==> src/rtl/simple_cpu_pkg.sv <==
// Shared constants for the simple CPU: word width, instruction formats,
// function codes and one-hot phase encodings.
package simple_cpu_pkg;

   localparam int unsigned WORD_WIDTH = 16;

   typedef enum logic [1:0] {
      FMT_LOAD   = 2'b00,
      FMT_STORE  = 2'b01,
      FMT_IMM_BR = 2'b10,
      FMT_CALC   = 2'b11
   } fmt_e;

   localparam logic [3:0] FUNCT_ADD  = 4'b0000;
   localparam logic [3:0] FUNCT_SUB  = 4'b0001;
   localparam logic [3:0] FUNCT_AND  = 4'b0010;
   localparam logic [3:0] FUNCT_OR   = 4'b0011;
   localparam logic [3:0] FUNCT_XOR  = 4'b0100;
   localparam logic [3:0] FUNCT_IN   = 4'b1100;
   localparam logic [3:0] FUNCT_OUT  = 4'b1101;
   localparam logic [3:0] FUNCT_HALT = 4'b1111;

   localparam logic [4:0] P1 = 5'b00001;
   localparam logic [4:0] P2 = 5'b00010;
   localparam logic [4:0] P3 = 5'b00100;
   localparam logic [4:0] P4 = 5'b01000;
   localparam logic [4:0] P5 = 5'b10000;

   function automatic logic is_out_instr(input fmt_e fmt, input logic [3:0] funct);
      return (fmt == FMT_CALC) && (funct == FUNCT_OUT);
   endfunction

endpackage

==> src/rtl/out_port_buffer_if.sv <==
// Controller/sink-facing signal bundle of the OUT port buffer.
interface out_port_if import simple_cpu_pkg::*; #(
   parameter int unsigned WIDTH = WORD_WIDTH,
   parameter int unsigned DEPTH = 8
) ();
   localparam int unsigned CW = $clog2(DEPTH) + 1;

   logic             out_valid;
   logic [WIDTH-1:0] out_data;
   logic             stall;
   logic             tx_valid;
   logic [WIDTH-1:0] tx_data;
   logic             tx_ready;
   logic [WIDTH-1:0] display;
   logic [CW-1:0]    count;
   logic             overflow;
   logic             clear_overflow;

   modport master (
      output out_valid, out_data, tx_ready, clear_overflow,
      input  stall, tx_valid, tx_data, display, count, overflow
   );

   modport slave (
      input  out_valid, out_data, tx_ready, clear_overflow,
      output stall, tx_valid, tx_data, display, count, overflow
   );
endinterface

==> src/rtl/out_port_buffer_sync_fifo.sv <==
// Synchronous FIFO with count-based full/empty; head is read from registered state.
module sync_fifo import simple_cpu_pkg::*; #(
   parameter int unsigned WIDTH = WORD_WIDTH,
   parameter int unsigned DEPTH = 8,
   localparam int unsigned AW = $clog2(DEPTH),
   localparam int unsigned CW = AW + 1
) (
   input  logic             clk,
   input  logic             rst_n,
   input  logic             i_push,
   input  logic             i_pop,
   input  logic [WIDTH-1:0] i_wdata,
   output logic [WIDTH-1:0] o_rdata,
   output logic [CW-1:0]    o_count,
   output logic             o_full,
   output logic             o_empty
);
   logic [WIDTH-1:0] r_mem [DEPTH];
   logic [AW-1:0]    r_wr_ptr;
   logic [AW-1:0]    r_rd_ptr;
   logic [CW-1:0]    r_count;
   logic             w_pop;

   assign w_pop   = i_pop && !o_empty;
   assign o_full  = (r_count == CW'(DEPTH));
   assign o_empty = (r_count == '0);
   assign o_count = r_count;
   assign o_rdata = o_empty ? '0 : r_mem[r_rd_ptr];

   always_ff @(posedge clk or negedge rst_n) begin
      if (!rst_n) begin
         r_wr_ptr <= '0;
         r_rd_ptr <= '0;
         r_count  <= '0;
         for (int unsigned i = 0; i < DEPTH; i++) r_mem[i] <= '0;
      end else begin
         // When full, wr_ptr equals rd_ptr: a push here only lands together with a pop of that slot.
         if (i_push) begin
            r_mem[r_wr_ptr] <= i_wdata;
            r_wr_ptr        <= r_wr_ptr + 1'b1;
         end
         if (w_pop) r_rd_ptr <= r_rd_ptr + 1'b1;
         case ({i_push, w_pop})
            2'b10:   r_count <= r_count + 1'b1;
            2'b01:   r_count <= r_count - 1'b1;
            default: r_count <= r_count;
         endcase
      end
   end
endmodule

==> src/rtl/out_port_buffer.sv <==
// OUT port buffer: queues OUT words toward a valid/ready sink, keeps the last
// accepted word for display, stalls the controller when full.
module out_port_buffer import simple_cpu_pkg::*; #(
   parameter int unsigned WIDTH = WORD_WIDTH,
   parameter int unsigned DEPTH = 8
) (
   input  logic      clock,
   input  logic      reset_n,
   out_port_if.slave bus
);
   localparam int unsigned CW = $clog2(DEPTH) + 1;

   logic             w_full;
   logic             w_empty;
   logic             w_push;
   logic             w_pop;
   logic [CW-1:0]    w_count;
   logic [WIDTH-1:0] w_head;
   logic [WIDTH-1:0] r_display;
   logic             r_overflow;

   assign w_pop  = !w_empty && bus.tx_ready;
   assign w_push = bus.out_valid && (!w_full || w_pop);

   sync_fifo #(.WIDTH(WIDTH), .DEPTH(DEPTH)) u_fifo (
      .clk     (clock),
      .rst_n   (reset_n),
      .i_push  (w_push),
      .i_pop   (w_pop),
      .i_wdata (bus.out_data),
      .o_rdata (w_head),
      .o_count (w_count),
      .o_full  (w_full),
      .o_empty (w_empty)
   );

   always_ff @(posedge clock or negedge reset_n) begin
      if (!reset_n) begin
         r_display  <= '0;
         r_overflow <= 1'b0;
      end else begin
         if (w_push) r_display <= bus.out_data;
         if (bus.out_valid && !w_push) r_overflow <= 1'b1;
         else if (bus.clear_overflow)  r_overflow <= 1'b0;
      end
   end

   assign bus.stall    = w_full;
   assign bus.tx_valid = !w_empty;
   assign bus.tx_data  = w_head;
   assign bus.display  = r_display;
   assign bus.count    = w_count;
   assign bus.overflow = r_overflow;
endmodule

==> src/flat_wrapper.sv <==
// flat-port wrapper written by rule: the top's interface ports become plain ports
module out_port_buffer_flat import simple_cpu_pkg::*;
#(
   parameter int unsigned WIDTH = WORD_WIDTH,
   parameter int unsigned DEPTH = 8
)
  (clock, reset_n, bus_out_valid, bus_out_data, bus_tx_ready, bus_clear_overflow, bus_stall, bus_tx_valid, bus_tx_data, bus_display, bus_count, bus_overflow);
  out_port_if #(.WIDTH(WIDTH), .DEPTH(DEPTH)) bus_i ();
  input  logic clock;
  input  logic reset_n;
  input wire logic [$bits(bus_i.out_valid)-1:0] bus_out_valid;
  input wire logic [$bits(bus_i.out_data)-1:0] bus_out_data;
  input wire logic [$bits(bus_i.tx_ready)-1:0] bus_tx_ready;
  input wire logic [$bits(bus_i.clear_overflow)-1:0] bus_clear_overflow;
  output wire logic [$bits(bus_i.stall)-1:0] bus_stall;
  output wire logic [$bits(bus_i.tx_valid)-1:0] bus_tx_valid;
  output wire logic [$bits(bus_i.tx_data)-1:0] bus_tx_data;
  output wire logic [$bits(bus_i.display)-1:0] bus_display;
  output wire logic [$bits(bus_i.count)-1:0] bus_count;
  output wire logic [$bits(bus_i.overflow)-1:0] bus_overflow;
  assign bus_i.out_valid = bus_out_valid;
  assign bus_i.out_data = bus_out_data;
  assign bus_i.tx_ready = bus_tx_ready;
  assign bus_i.clear_overflow = bus_clear_overflow;
  assign bus_stall = bus_i.stall;
  assign bus_tx_valid = bus_i.tx_valid;
  assign bus_tx_data = bus_i.tx_data;
  assign bus_display = bus_i.display;
  assign bus_count = bus_i.count;
  assign bus_overflow = bus_i.overflow;
  out_port_buffer #(.WIDTH(WIDTH), .DEPTH(DEPTH)) u_core (.clock(clock), .reset_n(reset_n), .bus(bus_i));
endmodule
==> config.mk <==
export PLATFORM = sky130hd
export DESIGN_NAME = out_port_buffer_flat
export DESIGN_NICKNAME = d
export VERILOG_FILES = /design/src/rtl/simple_cpu_pkg.sv /design/src/rtl/out_port_buffer_if.sv /design/src/rtl/out_port_buffer_sync_fifo.sv /design/src/rtl/out_port_buffer.sv /design/src/flat_wrapper.sv
export SDC_FILE = /design/constraint.sdc
export NUM_CORES = 1
export LEC_CHECK = 0
export CORE_MARGIN = 3
export CORE_UTILIZATION = 30
export CTS_BUF_LIST = sky130_fd_sc_hd__clkbuf_8
export DETAILED_ROUTE_END_ITERATION = 8
export GPL_ROUTABILITY_DRIVEN = 1
export GPL_TIMING_DRIVEN = 0
export REMOVE_ABC_BUFFERS = 1
export SLEW_MARGIN = 20
export SYNTH_ARGS = -nofsm -noshare
export SYNTH_HDL_FRONTEND = slang
export SYNTH_SLANG_ARGS = --single-unit
==> constraint.sdc <==
create_clock -name clock -period 2.9 [get_ports clock]
set_input_delay 0.29 -clock clock [delete_from_list [all_inputs] [get_ports clock]]
set_output_delay 0.29 -clock clock [all_outputs]
set_load 0.005 [all_outputs]
* Word level (Yosys, flattened, before mapping)
Cells that the tools add are included.
Storage, ports and cells: register bits after elaboration 155, input port bits 21, output and inout bits 39, logic and storage cells 47
Cells by class: add/sub/neg operators 4, order comparisons 3, equality and inequality tests 3, mux-type cells 10, bitwise operators 2, reduce and logical (&&, ||, !) cells 12
Operators by type and width (count):
- $bwmux 128 | 1
- $mux 16 | 4
- $bmux 16 s3 | 1
- $demux 16 s3 | 1
- $ge 4x4->1 const B | 2
- $not 3->4 | 2
- $pmux 4 s2 | 1
- $add 3x1->3 const B | 2
- $logic_and 1x1->1 | 5
- $add 4x1->4 const B | 1
- $eq 4x4->1 const B | 1
- $logic_not 4->1 | 1
- $lt 4x1->1 const B | 1
- $reduce_bool 2->1 | 2
- $sub 4x1->4 const B | 1
- $logic_not 1->1 | 3
- $eq 2x1->1 const B | 1
- $eq 2x2->1 const B | 1
- $mux 1 | 2
- $logic_or 1x1->1 | 1

* Longest topological paths before layout
Gate-level depths: netlist of run 1.
depth in word-level cells 8, depth in mapped cells 13, depth with buffers taken out 10

* Hierarchy
A second synthesis of run 1 with hierarchy kept.
Unflattened totals: cells, all modules 438, area total of the unflattened synthesis 7149.4 sq um
By module, submodules not included:
- sync_fifo | times used 1, cells each 397, area each 6436.2 sq um, sequential area each 3453.3 sq um
- out_port_buffer | times used 1, cells each 41, area each 713.2 sq um, sequential area each 425.4 sq um

* Worst setup path after synthesis of run 1
No wires, ideal clock.
path type register to register, start register u_core.u_fifo.r_count[1], in the netlist u_core.u_fifo.o_count[1], end register u_core.u_fifo.r_count[2], in the netlist u_core.u_fifo.o_count[2], setup time 127 ps, arrival time 2348 ps, data required time 2773 ps, path slack 425 ps, stages on the path, launching flop included 14, buffers on the path 3, clock period less this slack 2475 ps, path through dfrtp_1 > buf_6 > nor4b_4 > nand2b_2 > buf_12 > nand2_8 > buf_6 > ha_1 > xor2_1 > ha_1 > a21oi_1 > xor2_1 > nor2_1 > xor2_1
Between the ends: elaborated cells on any way between the ends 14, those cells by class 2 x add/sub; 3 x eq/ne; 1 x mux; 8 x reduce/logical
RTL lines:
- from (decl) | line out_port_buffer_sync_fifo.sv:21 | logic [CW-1:0] r_count;
- from (signal assigned) | line out_port_buffer_sync_fifo.sv:44 | 2'b10: r_count <= r_count + 1'b1;
- from (signal assigned) | line out_port_buffer_sync_fifo.sv:45 | 2'b01: r_count <= r_count - 1'b1;
- from (signal assigned) | line out_port_buffer_sync_fifo.sv:46 | default: r_count <= r_count;
- $eq 4x4->1 (*) | line out_port_buffer_sync_fifo.sv:25 | assign o_full = (r_count == CW'(DEPTH));
- net bus_stall | line flat_wrapper.sv:15 | output wire logic [$bits(bus_i.stall)-1:0] bus_stall;
- $logic_not 1->1 (*) | line out_port_buffer.sv:23 | assign w_push = bus.out_valid && (!w_full || w_pop);
- $logic_or 1x1->1 (*) | line out_port_buffer.sv:23
- $logic_and 1x1->1 (*) | line out_port_buffer.sv:23
- $eq 2x1->1 / $eq 2x2->1 (equally long branches) | line out_port_buffer_sync_fifo.sv:43 | case ({i_push, w_pop})
- $pmux 4 s2 / $reduce_bool 2->1 (equally long branches)
Mark *: on every way through the listed nets, which the timed path passes. The rest lies on a longest branch. A chain may end at the register's enable or synchronous reset.

* Worst setup path in the final report of run 1
start register u_core.u_fifo.r_rd_ptr[0], end output port bus_tx_data[6]
Between the ends: word-level cells in the longest chain between the ends 5
RTL lines:
- from (decl) | line out_port_buffer_sync_fifo.sv:20 | logic [AW-1:0] r_rd_ptr;
- from (signal assigned) | line out_port_buffer_sync_fifo.sv:42 | if (w_pop) r_rd_ptr <= r_rd_ptr + 1'b1;
- $not 3->4 (not written as such) | line out_port_buffer_sync_fifo.sv:28 | assign o_rdata = o_empty ? '0 : r_mem[r_rd_ptr];
- $bmux 16 s3 | line out_port_buffer_sync_fifo.sv:28
- $mux 16 (not written as such) (2 in a row) | line out_port_buffer_sync_fifo.sv:28
- $mux 16 | line out_port_buffer_sync_fifo.sv:28
- to (decl) | line flat_wrapper.sv:17 | output wire logic [$bits(bus_i.tx_data)-1:0] bus_tx_data;
Every way passes these cells. The select of a mux whose other input is x is not followed.

==> results of run 1 <==
final timing paths:
path                       cells after the start                       from                       end  slack, ns
max                                            5  u_core.u_fifo.r_rd_ptr[0]            bus_tx_data[6]       0.25
min                                            2                    reset_n  u_core.u_fifo.o_count[3]       0.41
max reg2reg                                   10   u_core.u_fifo.o_count[0]  u_core.u_fifo.o_count[2]       0.29
min reg2reg                                    1    u_core.u_fifo.r_mem[78]   u_core.u_fifo.r_mem[78]       0.50
max in group asynchronous                      3                    reset_n   u_core.u_fifo.r_mem[88]       1.66
min in group clock                             2         bus_clear_overflow       u_core.bus.overflow       0.42
worst reg2reg max path, stage by stage (launching register included):
cell and delay, ns:
dfrtp_1 0.51, nor4_4 0.44, inv_2 0.06, and2_1 0.24, ha_1 0.29, xor2_1 0.17
ha_1 0.19, a21oi_1 0.18, xor2_1 0.20, nor2_1 0.07, xor2_1 0.14
state kept, by name (all words and copies together) (netlist names):
name and count:
u_core.u_fifo.r_wr_ptr 3, u_core.u_fifo.r_mem 128, u_core.bus.display 16, u_core.bus.overflow 1, u_core.u_fifo.r_rd_ptr 3, u_core.u_fifo.o_count 4
kinds of logic (layout without fill, tap and decap cells):
logic type | after synthesis | count (layout) | share of synthesized area
and+or+nand+nor | 42 | 43 | 0.0506
DFF | 155 | 155 | 0.534
AOI/OAI and AO/OA | 5 | 5 | 0.00413
buffers and inverters | 30 | 105 | 0.0324
adders and majority gates | 5 | 5 | 0.00861
muxes | 195 | 195 | 0.360
xor gates and xnor gates | 9 | 9 | 0.0108
area by class of cell:
class	instances	area share
Timing Repair Buffer	71	0.0866
Sequential cell	155	0.449
Tap cell	319	0.0461
Clock buffer	18	0.0286
Multi-Input combinational cell	257	0.366
Clock inverter	14	0.0226
Inverter	2	0.000867
cells in the final DEF, fill, tap and decap left out, types with 2 or more instances in the layout:
cell	n
clkbuf_8	18
clkinv_4	3
mux2i_1	16
mux2_4	21
ha_1	5
xor2_1	5
clkdlybuf4s50_1	58
nor2b_1	3
and2_1	2
mux4_2	32
mux2_2	125
buf_4	6
nand3_4	6
a21oi_1	3
xnor2_1	4
dfrtp_2	2
buf_12	3
nand3b_1	2
nor2_1	18
nand4_4	2
clkinv_2	2
clkinvlp_4	4
bufinv_16	4
dfrtp_1	152
power by group:
part	internal, mW	leakage [nW]	switching (mW)	total, mW
logic	2.73	1.55	1.51	4.23
registers	3.19	1.85	0.734	3.92
clock network	0.964	0.211	0.839	1.80
total	6.88	3.62	3.08	9.96
per-layer routing:
| layer | routed length, um | vias up | GRT usage |
|---|---|---|---|
| li1 | - | 1749 | - |
| met1 | 6880 | 2109 | 0.154 |
| met2 | 8770 | 53 | 0.233 |
| met3 | 513 | 11 | 0.0339 |
| met4 | 151 | 0 | 0.0326 |
| met5 | 0 | - | 0 |
stage by stage:
step	total power, mW	setup slack [ns]	instance area [um2]	utilization
final	9.96	0.246	8650	0.367
after CTS	10.1	0.0715	8640	0.366
after floorplan	6.50	0.266	7040	-
after global placement	7.88	-4.43	8030	0.340
after detailed placement	8.15	-0.0574	8100	0.343
after global routing	10.6	0.0740	8650	0.367
what timing repair did:
| item | CTS | global route |
|---|---|---|
| endpoints found under the setup margin | 17 | 1 |
| cloned | 0 | 1 |
| hold endpoints to repair | 69 | 0 |
| gates resized for setup | 1 | 0 |
| pin swaps | 1 | 1 |
| hold buffers | 1 | 0 |
| buffers inserted | 7 | 1 |
==> results.tsv, run 1 <==
stage	metric	value	unit
cells_and_area	Layout area overhead	19.1	%
clock_network	Sink Count	155	
grt	initial antenna violation count	0	
synth	Yosys cell types	35	
route	first drt pass iteration count	4	
route	antenna-violating nets left	0	
synth	Synth Flop Type	dfrtp_1	
timing	RSZ-0062 raised after global routing	no	
floorplan	standard-cell row count	56	
synth	number of synthesized flops with an enable pin	0	
placed_design	GPL Wtd Cong	0.668	
grt	GRT overflow	0	
synth	top-count cell post-synth	dfrtp_1	
critical_path	CP Data Arrival Time	2.36	ns
timing	Final Setup Violations	0	
timing	Fin. Hold Viols	0	
cells_and_area	Filler Cell Count	2205	
route	vias post-DR	3922	
cells_and_area	fin cells	836	
synth	Avg Inst Size Synth	16.5	um2
clock_network	Clock Tree Root	clkbuf_8	
critical_path	max incr delay on CP	0.52	ns
clock_network	clock buffer depth	2	
timing	Max-slew headroom	0.487	
synth	Syn Inst Count	441	
grt	first-pass GRT wire length	25.6	mm
timing	fin crit share	0.915	
critical_path	WS Path Type	flip-flop to primary output	
power	Leak	3.62	nW
synth	YS warnings	0	
floorplan	die height	162	um
clock_network	htree depth	4	
synth	Yosys reg bits	155	
hold_path	min-delay worst type	primary input to asynchronous set/reset pin	
run	Max Cap Violations	0	
placed_design	Port Buffers	59	
placed_design	post-DP HPWL	9.64	mm
synth	Post-synth ARST share	1.00	
placed_design	dpl cells	794	
route	DRT iter0 DRCs	257	
route	DR vias/cell	4.69	
timing	hold slack final	0.407	ns
clock_network	CTS tree	done	
clock_network	later-pin clock latency in the skew report	0.45	ns
cells_and_area	fraction of layout instances using a drive strength above 1	0.464	
timing	max-slew violations	0	
critical_path	critical path required time	2.61	ns
synth	synth cell count leaders	dfrtp_1, mux2_2, mux4_2, mux2_4, nor2_1	
power	VDD IR-drop max	0.405	mV
status	status	finished, final reports clean	
grt	vias in the first global route	4509	
grt	Total GRT Usage	0.129	
critical_path	CP Max Fanout	17	
route	DRC violations left	0	
critical_path	CP Buf/Inv Count	2	
route	Detailed Route WL	16.3	mm
floorplan	Top Ports	60	
critical_path	crit start category	flip-flop	
timing	actual slew at the worst max-slew pin	0.768	ns
critical_path	cell family with the largest share of critical-path delay	buffers and inverters	
floorplan	Die Wd	162	um
cells_and_area	NumNets Final	530	
critical_path	Crit. End Element	primary output	
floorplan	Initial Utilization	0.308	
critical_path	crit path cell chain	buf_12 -> mux4_2 -> mux2i_1 -> nor2_1 -> clkdlybuf4s50_1	
timing	Post-Route Skew	0.0143	ns
power	Power Density	1150	nW/um2
cells_and_area	register area	3880	um2
synth	synthesized area	7270	um2
timing	Setup Total Neg Slack	0	ns
timing	fin crit period	2.65	ns
grt	largest net degree at the start of global routing	87	
clock_network	clock-pin slew on the worst setup and hold paths	0.09	ns
synth	Synth area leader	dfrtp_1	
synth	ranking of synthesized cells by area	dfrtp_1, mux2_2, mux4_2, mux2_4, mux2i_1	
timing	Max Freq	377	MHz
synth	sequential area share after synthesis	0.534	
floorplan	DIE AREA	26100	um2
route	wire per inst	19.5	um
floorplan	core region area	23600	um2
clock_network	CTS buffer count	17	
cells_and_area	diodes inserted	0	
synth	Yosys top cell area share	0.534	
critical_path	slowest cell on the critical path	mux4_2	
cells_and_area	area of the multi-input gates	3170	um2
Note: power is estimated with default switching activity, not from simulation.
==> run 2, diff against run 1 <==
CAP_MARGIN = 20   (was unset)
==> results of run 2 <==
No change in the layout: final DEF, timing and power equal those of run 1.
==> RTL edit: new RTL, flow settings as in run 2 <==
Set the package constant `WORD_WIDTH` to 18 (it was 16).
--- a/src/rtl/simple_cpu_pkg.sv
+++ b/src/rtl/simple_cpu_pkg.sv
@@ -3,5 +3,5 @@
 package simple_cpu_pkg;
 
-   localparam int unsigned WORD_WIDTH = 16;
+   localparam int unsigned WORD_WIDTH = 18;
 
    typedef enum logic [1:0] {
Ports: changed (resized bus_display, bus_out_data and bus_tx_data); port bits go from 60 to 66. The function was not compared with the original's and may differ.
==> RTL edit against run 2 <==
  * Sequential cell count is 18 higher
  * Largest cell class unchanged
  * Sequential share of layout area is 1.1 points higher
  * Final area is 9.1% higher
  * Worst hold slack better by 21 ps
  * Largest power group unchanged
  * Highest routed layer unchanged
  * Non-clock buffer count is 2 higher
  * Synthesized area is 10% higher
  * Routed wire length is 11% higher
  * Setup slack worse by 120 ps
  * Combinational power is 11% higher
  * Total power is 7.8% higher
==> RTL edit: results (changes against run 2) <==
Power and ir drop
  • VDD IR max: 333 uV (was 405 uV)
  • Logic pwr share: 43.6% (was 42.5%)
  • Seq pwr share: 40.9% (was 39.4%)
  • LEAKAGE: 3.95 nW (was 3.62 nW)

Yosys
  • Synth cell types: 37 (was 35)
  • Proportion of synthesized area in mux cells: 36.5% (was 36.0%)
  • Post-synthesis xor/xnor area fraction: 0.982% (was 1.08%)
  • Compound-gate portion of the synthesized area: 0.358% (was 0.413%)

Finish
  • Layout clock area frac: 4.15% (was 5.12%)
  • NonClk Buf Share: 8.41% (was 8.66%)
  • Non-clk bufs: 73 (was 71)
  • Layout clock buffer count: 22 (was 18)
  • Number of flip-flops in the largest register: 144 (was 128)
  • Multi-input gate count: 283 (was 257)
  • Share of layout cells above drive strength 1: 44.9% (was 46.4%)

Routing
  • DRT iter0 DRCs: 216 (was 257)
  • Met3 wire length: 430 um (was 513 um)
  • DR WL met2: 9420 um (was 8770 um)

Status
  • Status: finished clean (unchanged)

Global route
  • Pin count of the biggest net entering global routing: 96 (was 87)
  • All-Layer GR Usage: 13.0% (was 12.9%)
  • Met2 Use GR: 22.9% (was 23.3%)
  • First-pass GRT wire length: 28300 um (was 25600 um)
  • Met1 usage: 16.1% (was 15.4%)

Worst setup path
  • Critical path endpoint: bus_tx_data[10] (was bus_tx_data[6])

Place
  • HPWL after DPL: 10900 um (was 9640 um)
  • Placed instance area: 0.00896 mm2 (was 0.00810 mm2)
  • Dpl ws: -459 ps (was -57.4 ps)

Timing
  • Worst slew pin tran: 789 ps (was 768 ps)
## RTL edit: worst min-delay path by stage
stage / end / startpoint / slack, ps / depth (start not counted)
3_5_place_dp: u_core.bus.display[5]$_DFFE_PN0P_ / reset_n / 380 / 1
5_1_grt: u_core.bus.overflow$_DFFE_PN0P_ / bus_clear_overflow / 410 / 2
2_1_floorplan: u_core.bus.display[0]$_DFFE_PN0P_ / reset_n / -6 / 0
3_3_place_gp: u_core.u_fifo.r_mem[91]$_DFFE_PN0P_ / u_core.u_fifo.r_mem[91]$_DFFE_PN0P_ / 470 / 1
6_report: u_core.bus.display[5]$_DFFE_PN0P_ / reset_n / 430 / 2
4_1_cts: u_core.bus.overflow$_DFFE_PN0P_ / bus_clear_overflow / 390 / 2
## RTL edit: what timing repair did
item	CTS	global route
resized for setup	5	1
pin swaps	1	3
hold buffers	1	0
endpoints found under the setup margin	17	13
setup buffers	1	1
hold endpoints to repair	94	0
cloned	1	1
